`config.mk`:
```
export PLATFORM = sky130hd
export DESIGN_NAME = bcd_seg_scan
export DESIGN_NICKNAME = d
export VERILOG_FILES = /design/src/rtl/bcd_seg_scan.sv
export SDC_FILE = /design/constraint.sdc
export NUM_CORES = 1
export LEC_CHECK = 0
export CAP_MARGIN = 20
export CORE_MARGIN = 2
export CORE_UTILIZATION = 30
export CTS_CLUSTER_DIAMETER = 30
export CTS_CLUSTER_SIZE = 14
export DETAILED_ROUTE_END_ITERATION = 8
export GPL_TIMING_DRIVEN = 0
export MAX_ROUTING_LAYER = met4
export PLACE_DENSITY_LB_ADDON = 0.08
export SLEW_MARGIN = 15
export SYNTH_ARGS = -nofsm -noshare
export SYNTH_HDL_FRONTEND = slang
export SYNTH_SLANG_ARGS = --single-unit
```
`constraint.sdc`:
```
create_clock -name clk -period 1.8 [get_ports clk]
set_input_delay 0.27 -clock clk [delete_from_list [all_inputs] [get_ports clk]]
set_output_delay 0.27 -clock clk [all_outputs]
set_load 0.05 [all_outputs]
```
`src/rtl/bcd_seg_scan.sv`:
```
// Multiplexed 7-segment driver: scans NDIG snapshotted BCD digits onto one segment bus.
// Define BCD_SEG_DP_EN to add per-digit decimal points (dp_in / seg_dp).
module bcd_seg_scan #(
   parameter int NDIG        = 4,
   parameter int SCAN_DIV    = 1000,
   parameter bit SEG_ACT_LOW = 1'b1
) (
   input  logic                clk,
   input  logic                reset,
   input  logic                en,
   input  logic                blank_en,
   input  logic [4*NDIG-1:0]   bcd_in,
`ifdef BCD_SEG_DP_EN
   input  logic [NDIG-1:0]     dp_in,
   output logic                seg_dp,
`endif
   output logic [6:0]          seg_out,
   output logic [NDIG-1:0]     dig_sel
);

   localparam int CW = $clog2(SCAN_DIV);
   localparam int IW = $clog2(NDIG);
   localparam logic [CW-1:0] CNT_LAST = CW'(SCAN_DIV - 1);
   localparam logic [IW-1:0] IDX_LAST = IW'(NDIG - 1);
   localparam logic [6:0]    SEG_OFF  = SEG_ACT_LOW ? 7'h7F : 7'h00;

   if (SCAN_DIV < 2 || NDIG < 2 || NDIG > 8) begin : g_bad_param
      $error("bcd_seg_scan: SCAN_DIV must be >= 2 and NDIG in 2..8");
   end

   logic [CW-1:0]      cnt;
   logic [IW-1:0]      idx;
   logic [4*NDIG-1:0]  bcd_snap;
   logic [NDIG-1:0]    dp_snap;
   logic               load_pending;
   logic               cnt_last;
   logic               snap_load;
   logic [3:0]         snap_dig [NDIG];
   logic [NDIG-1:0]    lead_zero;
   logic [NDIG-1:0]    dig_sel_d;
   logic [6:0]         seg_d;

   assign cnt_last  = (cnt == CNT_LAST);
   assign snap_load = load_pending | (cnt_last & (idx == IDX_LAST));

   function automatic logic [6:0] decode(input logic [3:0] d);
      case (d)
         4'd0:    decode = 7'h3F;
         4'd1:    decode = 7'h06;
         4'd2:    decode = 7'h5B;
         4'd3:    decode = 7'h4F;
         4'd4:    decode = 7'h66;
         4'd5:    decode = 7'h6D;
         4'd6:    decode = 7'h7D;
         4'd7:    decode = 7'h07;
         4'd8:    decode = 7'h7F;
         4'd9:    decode = 7'h6F;
         default: decode = 7'h40;
      endcase
   endfunction

   // Prescaler and digit index; keep running regardless of en.
   always_ff @(posedge clk or negedge reset) begin
      if (!reset) begin
         cnt <= '0;
         idx <= '0;
      end else if (cnt_last) begin
         // NOTE: state registers use <= so every flop samples pre-edge values.
         cnt <= '0;
         idx <= (idx == IDX_LAST) ? '0 : idx + 1'b1;
      end else begin
         cnt <= cnt + 1'b1;
      end
   end

   // Snapshot is taken only at scan boundaries so a scan never mixes two values.
   always_ff @(posedge clk or negedge reset) begin
      if (!reset) begin
         // NOTE: a small register file, not a RAM, so it is cleared to keep the first scan X-free.
         bcd_snap     <= '0;
         load_pending <= 1'b1;
      end else if (snap_load) begin
         bcd_snap     <= bcd_in;
         load_pending <= 1'b0;
      end
   end

`ifdef BCD_SEG_DP_EN
   always_ff @(posedge clk or negedge reset) begin
      if (!reset)         dp_snap <= '0;
      else if (snap_load) dp_snap <= dp_in;
   end
`else
   assign dp_snap = '0;
`endif

   always_comb begin
      for (int k = 0; k < NDIG; k++) snap_dig[k] = bcd_snap[4*k +: 4];
   end

   // lead_zero[k]: digits NDIG-1..k are zero with no decimal point among them.
   always_comb begin
      logic run;
      run       = 1'b1;
      lead_zero = '0;
      for (int k = NDIG - 1; k >= 0; k--) begin
         run          = run & (snap_dig[k] == 4'd0) & ~dp_snap[k];
         lead_zero[k] = run;
      end
   end

   always_comb begin
      // NOTE: defaults first so no path through this block can infer a latch.
      dig_sel_d = '0;
      seg_d     = SEG_OFF;
      if (en && cnt != '0) begin
         dig_sel_d[idx] = 1'b1;
         if (!(blank_en && idx != '0 && lead_zero[idx]))
            seg_d = SEG_ACT_LOW ? ~decode(snap_dig[idx]) : decode(snap_dig[idx]);
      end
   end

   always_ff @(posedge clk or negedge reset) begin
      if (!reset) begin
         dig_sel <= '0;
         seg_out <= SEG_OFF;
      end else begin
         dig_sel <= dig_sel_d;
         seg_out <= seg_d;
      end
   end

`ifdef BCD_SEG_DP_EN
   logic dp_lit;
   assign dp_lit = en && (cnt != '0) && dp_snap[idx];

   always_ff @(posedge clk or negedge reset) begin
      if (!reset) seg_dp <= SEG_ACT_LOW;
      else        seg_dp <= SEG_ACT_LOW ? ~dp_lit : dp_lit;
   end
`endif

endmodule

```
==> metrics.txt, run 1 <==
clk sink count 40; Cell variety after synth 36; Slew Viols, Final 0; CTS Root Cell clkbuf_8; Vias between 1k and 1.5k; pin count of the biggest net entering global routing 23; Leakage between 0.001 and 0.0015 µW; Worst Setup End Kind flop; commonest non-fill, non-tap cell in the layout dfrtp_1; routed wire length per instance ~14 µm; Ant. Diodes 0; Initial DRC Count 46; EDFF count, synth 0; syn_area_per_cell between 10 and 15 µm²; Syn Nets approximately 190; initial antenna violation count 0; Total Wirelength approximately 3900 µm; non-filler cells, final around 280; crit path time final ~1.8 ns; Initial Util just over 30%; Synth Cell Area 1961 µm²; Reg clk slew, reported paths approximately 0.080 ns; I/O pin count 31; core area between 6000 and 7000 µm²; Tcrit/Tclk final a little over nine tenths; # port buffers 30; Mapped Cells roughly 160; chip width approximately 85 µm; WP data required approximately 2.0 ns; Slowest-stage cell, CP dfrtp_1; worst skew pair latency just under 0.3 ns; Post-synth ARST share 100.0%; status completed; area leader, netlist dfrtp_1; Layout area overhead 32.87%; end-of-flow core utilization a little over 40%; Fin. Hold Viols 0; ys flop type dfrtp_1; gr usage total about an eighth; crit path DAT between 1.5 and 2 ns; Yosys warnings 0; Worst setup SP type flop; total chip power just under 2000 µW; Overflow after GRT 0; synth top area cells dfrtp_1 41%, dfstp_2 11%, mux2_4 7.7%; Vert. Die Dim 84.84 µm; top achievable clock speed roughly 0.57 GHz; vias in the first global route roughly 1.4k; Yosys reg bits 40; RSZ-0062 raised after global routing true; Clock Path Buffers 2; CTS Buf Count 5; H-tree levels 2; CP Class flop to flop; placed insts 265; Area after DPL between 2000 and 2500 µm²; worst vdd ir 320.9 µV; # rows 29; crit-path max FO 5; CP max stage delay roughly 0.39 ns; hold crit path type input pin to async pin; Vias per Instance around 4.7; Routed Antenna Nets 0; commonest cells after routing, fill and taps aside 32 x dfrtp_1, 22 x clkdlybuf4s50_1, 10 x nor2_1, 10 x mux2_4, 9 x ha_1; NumNets Final roughly 240; GPL Wtd Cong ~0.9; first-pass GRT wire length roughly 6900 µm; final instance area ~2600 µm²; FF-to-FF path depth 7; post-route DRC violation count 0; TritonCTS clock tree done; post-synthesis sequential area ratio 51.56%; cell depth of the worst setup path 7; HPWL after DPL between 2000 and 3000 µm; endpoints failing setup 0; share of layout cells above drive strength 1 27.54%; Pre-antenna DRT Iters 4; pwr/cell area approximately 750 nW/µm²; delay-heaviest family, CP flip-flops; Buf/Inv on CP 2; Clock Skews slightly above 0.009 ns; Synth top area share between 40% and 50%; Max-Cap Viols 0; Critical Path, Cell by Cell ha_2 -> and2_4 -> and4_4 -> a21oi_4 -> buf_12 -> buf_8 -> mux2_4; area of the die about 7200 µm²
-- per-layer routing --
metal	vias up	share of wire [%]	routed length [µm]	track usage (%)
met5	-	0	0	-
met4	0	1.2	46	3.896
met3	4	4.9	192	3.307
met2	34	45	1744	18.04
met1	648	49	1913	17.21
li1	644	-	-	-
-- kinds of logic (layout without fill, tap and decap cells) --
family,after synthesis,in the layout,share of synthesized area [%]
multiplexers,20,20,15.70
buffers and inverters,12,62,3.063
other,1,1,0.1913
AND/OR/NAND/NOR,49,49,13.27
adder cells (fa/ha/maj),11,11,7.020
AO/OA/AOI/OAI,17,17,6.063
flip-flops,40,40,51.56
XOR/XNOR,7,7,3.127
-- flip-flops by register name, summed over array words and instances (netlist names) --
name / cells
seg_out: 7
load_pending: 1
cnt: 10
bcd_snap: 16
dig_sel: 4
idx: 2
-- stage by stage --
stage	setup TNS (ns)	hold slack (ns)	setup slack, ns
floorplan	0	-0.02559	0.01545
global placement	-19.04	0.4728	-0.5242
detailed placement	-1.598	0.2538	-0.1643
CTS	0	0.4683	0.003178
global route	-0.1125	0.5092	-0.02342
finish	0	0.4604	0.04223
-- synth_stat cells (2+ instances only) --
cell type and count:
a21oi_1 4, and2_1 6, buf_6 2, dfrtp_1 32, dfstp_2 8, ha_1 11, inv_1 9, mux2_1 3
mux2_2 3, mux2_4 10, mux4_2 4, nand2_1 8, nand3_1 7, nand4_1 3, nor2_1 10, nor2b_1 4
nor4_1 5, o211ai_1 2, o21ai_0 4, xnor2_1 2, xor2_1 5
-- worst reg2reg max path, cell delays in order, from the launching register on --
cell and delay, ns:
dfrtp_1 0.39, ha_2 0.20, and2_4 0.17, and4_4 0.16
a21oi_4 0.18, buf_12 0.14, buf_8 0.12, mux2_4 0.30
-- final cells by class --
type,instances,area [µm²]
repair buffers,42,431.7
multi-input cells,105,912.1
plain buffers,3,30.03
inverters,9,33.78
flip-flops and latches,40,1011
fillers,620,3745
well taps,77,96.34
clock buffers,8,90.09
-- where the power goes --
part	total, µW	internal, µW	switching, µW
Clock	614	313	301
Sequential	1010	966	39.2
Combinational	327	162	164
Total	1950	1440	504
-- final timing paths --
path,from,endpoint,slack [ns]
max in group asynchronous,reset,seg_out[6],0.79
worst max register to register,cnt[1],bcd_snap[6],0.04
worst min-delay path,reset,bcd_snap[7],0.46
min in group clk,cnt[2],cnt[2],0.51
worst min register to register,cnt[2],cnt[2],0.51
worst max-delay path,cnt[1],bcd_snap[6],0.04
-- repair_timing --
action,4_1_cts,5_1_grt
endpoints found under the hold margin,16,0
hold buffers,1,0
buffers inserted,6,3
cloned,1,0
setup endpoints to repair,19,18
pin swaps,1,2
resized for setup,11,6
Note: power is estimated with default switching activity, not from simulation.
==> inputs of run 2 (changes only) <==
Settings changed: CORE_UTILIZATION 30 to 35.
==> run 2 against run 1 <==
Net effect: sequential share of layout area is essentially flat; final area is essentially flat; hold slack worse by 0.0067 ns; register-to-register slack better by 0.02 ns; final cell count fell by 1.4%; maximum frequency rose by 1.3%; sequential power is essentially flat; global-route usage increased by 2.5 points; wire length increased by 3.3%; combinational power is essentially flat; die area is 14% lower; critical endpoint is now bcd_snap[14].
==> metrics.txt, run 2 (synthesized netlist as in run 1, its figures left out) <==
worst vdd ir ~370 µV; pwr/cell area between 700 and 800 nW/µm²; Reg-to-Reg Start cnt[0]; hold crit path type input pin to async pin; Initial DRC Count 67; status completed; CTS Buf Count 5; Layout area overhead 32.99%; WP data required approximately 2.0 ns; Reg clk slew, reported paths 0.07 ns; vias in the first global route around 1.4k; CP Class flop to flop; Area after DPL about 2400 µm²; FILL cells slightly above 500; Clock Path Buffers 2; HPWL after DPL 2954 µm; H-tree levels 2; Initial Util a little over a third; Tcrit/Tclk final between 90% and 100%; initial antenna violation count 0; Worst R2R End bcd_snap[14]; # port buffers 30; Vert. Die Dim 78.85 µm; WL met2 about 1800 µm; DRT met1 WL 1911 µm; pin count of the biggest net entering global routing 25; Worst setup SP type flop; Worst Setup End Kind flop; area of the die 6217 µm²; RSZ-0062 raised after global routing true; Routed Antenna Nets 0; routed wire length per instance between 10 and 15 µm; clk sink count 40; Vias 1353; register with the most flip-flops bcd_snap; gr usage total roughly 15%; Pre-antenna DRT Iters 4; share of layout cells above drive strength 1 29.81%; Leakage 0.001133 µW; CTS Root Cell clkbuf_8; commonest cells after routing, fill and taps aside 32 x dfrtp_1, 22 x clkdlybuf4s50_1, 10 x nor2_1, 10 x mux2_4, 10 x buf_4; first-pass GRT wire length 6913 µm; DR WL met3 between 200 and 250 µm; normalized max-slew margin 65.61%; TritonCTS clock tree done; crit path DAT 1.91 ns; Clock Skews 0.007781 ns; chip width slightly below 80 µm; Vias per Instance between 4 and 5; max reg flops 16; NumNets Final between 200 and 250; Slew Viols, Final 0; # rows 27; Total Wirelength about 4000 µm; Fin. Hold Viols 0; end-of-flow core utilization a little under half; worst skew pair latency 0.29 ns; Max-Cap Viols 0; FF-to-FF path depth 6; crit-path max FO 4; final instance area around 2600 µm²; I/O pin count 31; final setup TNS 0 ns; Ant. Diodes 0; core area between 5000 and 6000 µm²; Overflow after GRT 0; top achievable clock speed about 0.58 GHz; endpoints failing setup 0; GPL Wtd Cong ~0.81; DR top layer met4; R2R setup slack approximately 0.065 ns; worst-margin pin slew between 0.5 and 0.6 ns; biggest regs bcd_snap (16), cnt (10), seg_out (7); commonest non-fill, non-tap cell in the layout dfrtp_1; post-route DRC violation count 0; crit path time final approximately 1.7 ns; Fin Hold WS 0.4537 ns
==> run 2: worst max-delay path, stage by stage, from the launching register on <==
cell     delay, ns
dfrtp_1       0.39
ha_2          0.20
and2_4        0.17
and4_4        0.17
a21oi_4       0.22
buf_4         0.16
mux2_2        0.32
==> run 2: repair_timing <==
action	CTS	global route
hold buffers	1	0
setup endpoints to repair	22	23
gates cloned	1	0
pin swaps	2	2
resized for setup	12	8
setup buffers	9	4
endpoints found under the hold margin	16	0
==> run 2: worst max path at each step <==
stage                     startpoint            to  slack (ns)  cells after the start
final                         cnt[0]  bcd_snap[14]        0.06                      6
after global routing          cnt[0]  bcd_snap[14]       -0.01                      6
after CTS                     cnt[1]   bcd_snap[8]       -0.02                      7
after detailed placement      cnt[0]   bcd_snap[8]       -0.17                      6
after global placement         reset        cnt[1]       -0.45                      1
after floorplan               cnt[0]  bcd_snap[10]        0.02                      6
==> run 2: per-stage QoR <==
step | total power (µW) | setup slack, ns | std cells
2_1_floorplan | 1206 | 0.01545 | 157
3_3_place_gp | 1326 | -0.4485 | 259
3_5_place_dp | 1341 | -0.1729 | 260
4_1_cts | 2077 | -0.02416 | 279
5_1_grt | 2154 | -0.01029 | 280
6_report | 2046 | 0.06471 | 280
==> run 2: layout make-up <==
class                      count  area (µm²)  area share, %
clock inverter                 2       35.03          1.344
tap                           72       90.09          3.455
inverter                       9       33.78          1.296
buffer                         1       11.26         0.4319
multi-input combinational    105       912.1          34.98
clock buffer                   6       72.57          2.783
timing repair buffer          45       441.7          16.94
sequential                    40        1011          38.77
==> run 2: metal layers <==
layer  global-route usage, %  up-vias
li1                        -      645
met1                   19.43      666
met2                   22.14       36
met3                   4.886        6
met4                   5.172        0
met5                       -        -
==> run 2: power by group <==
| part | total, µW | internal (µW) | switching (µW) |
|---|---|---|---|
| registers | 1010 | 966 | 39.5 |
| clock network | 715 | 411 | 304 |
| logic | 325 | 159 | 166 |
| total | 2050 | 1540 | 510 |
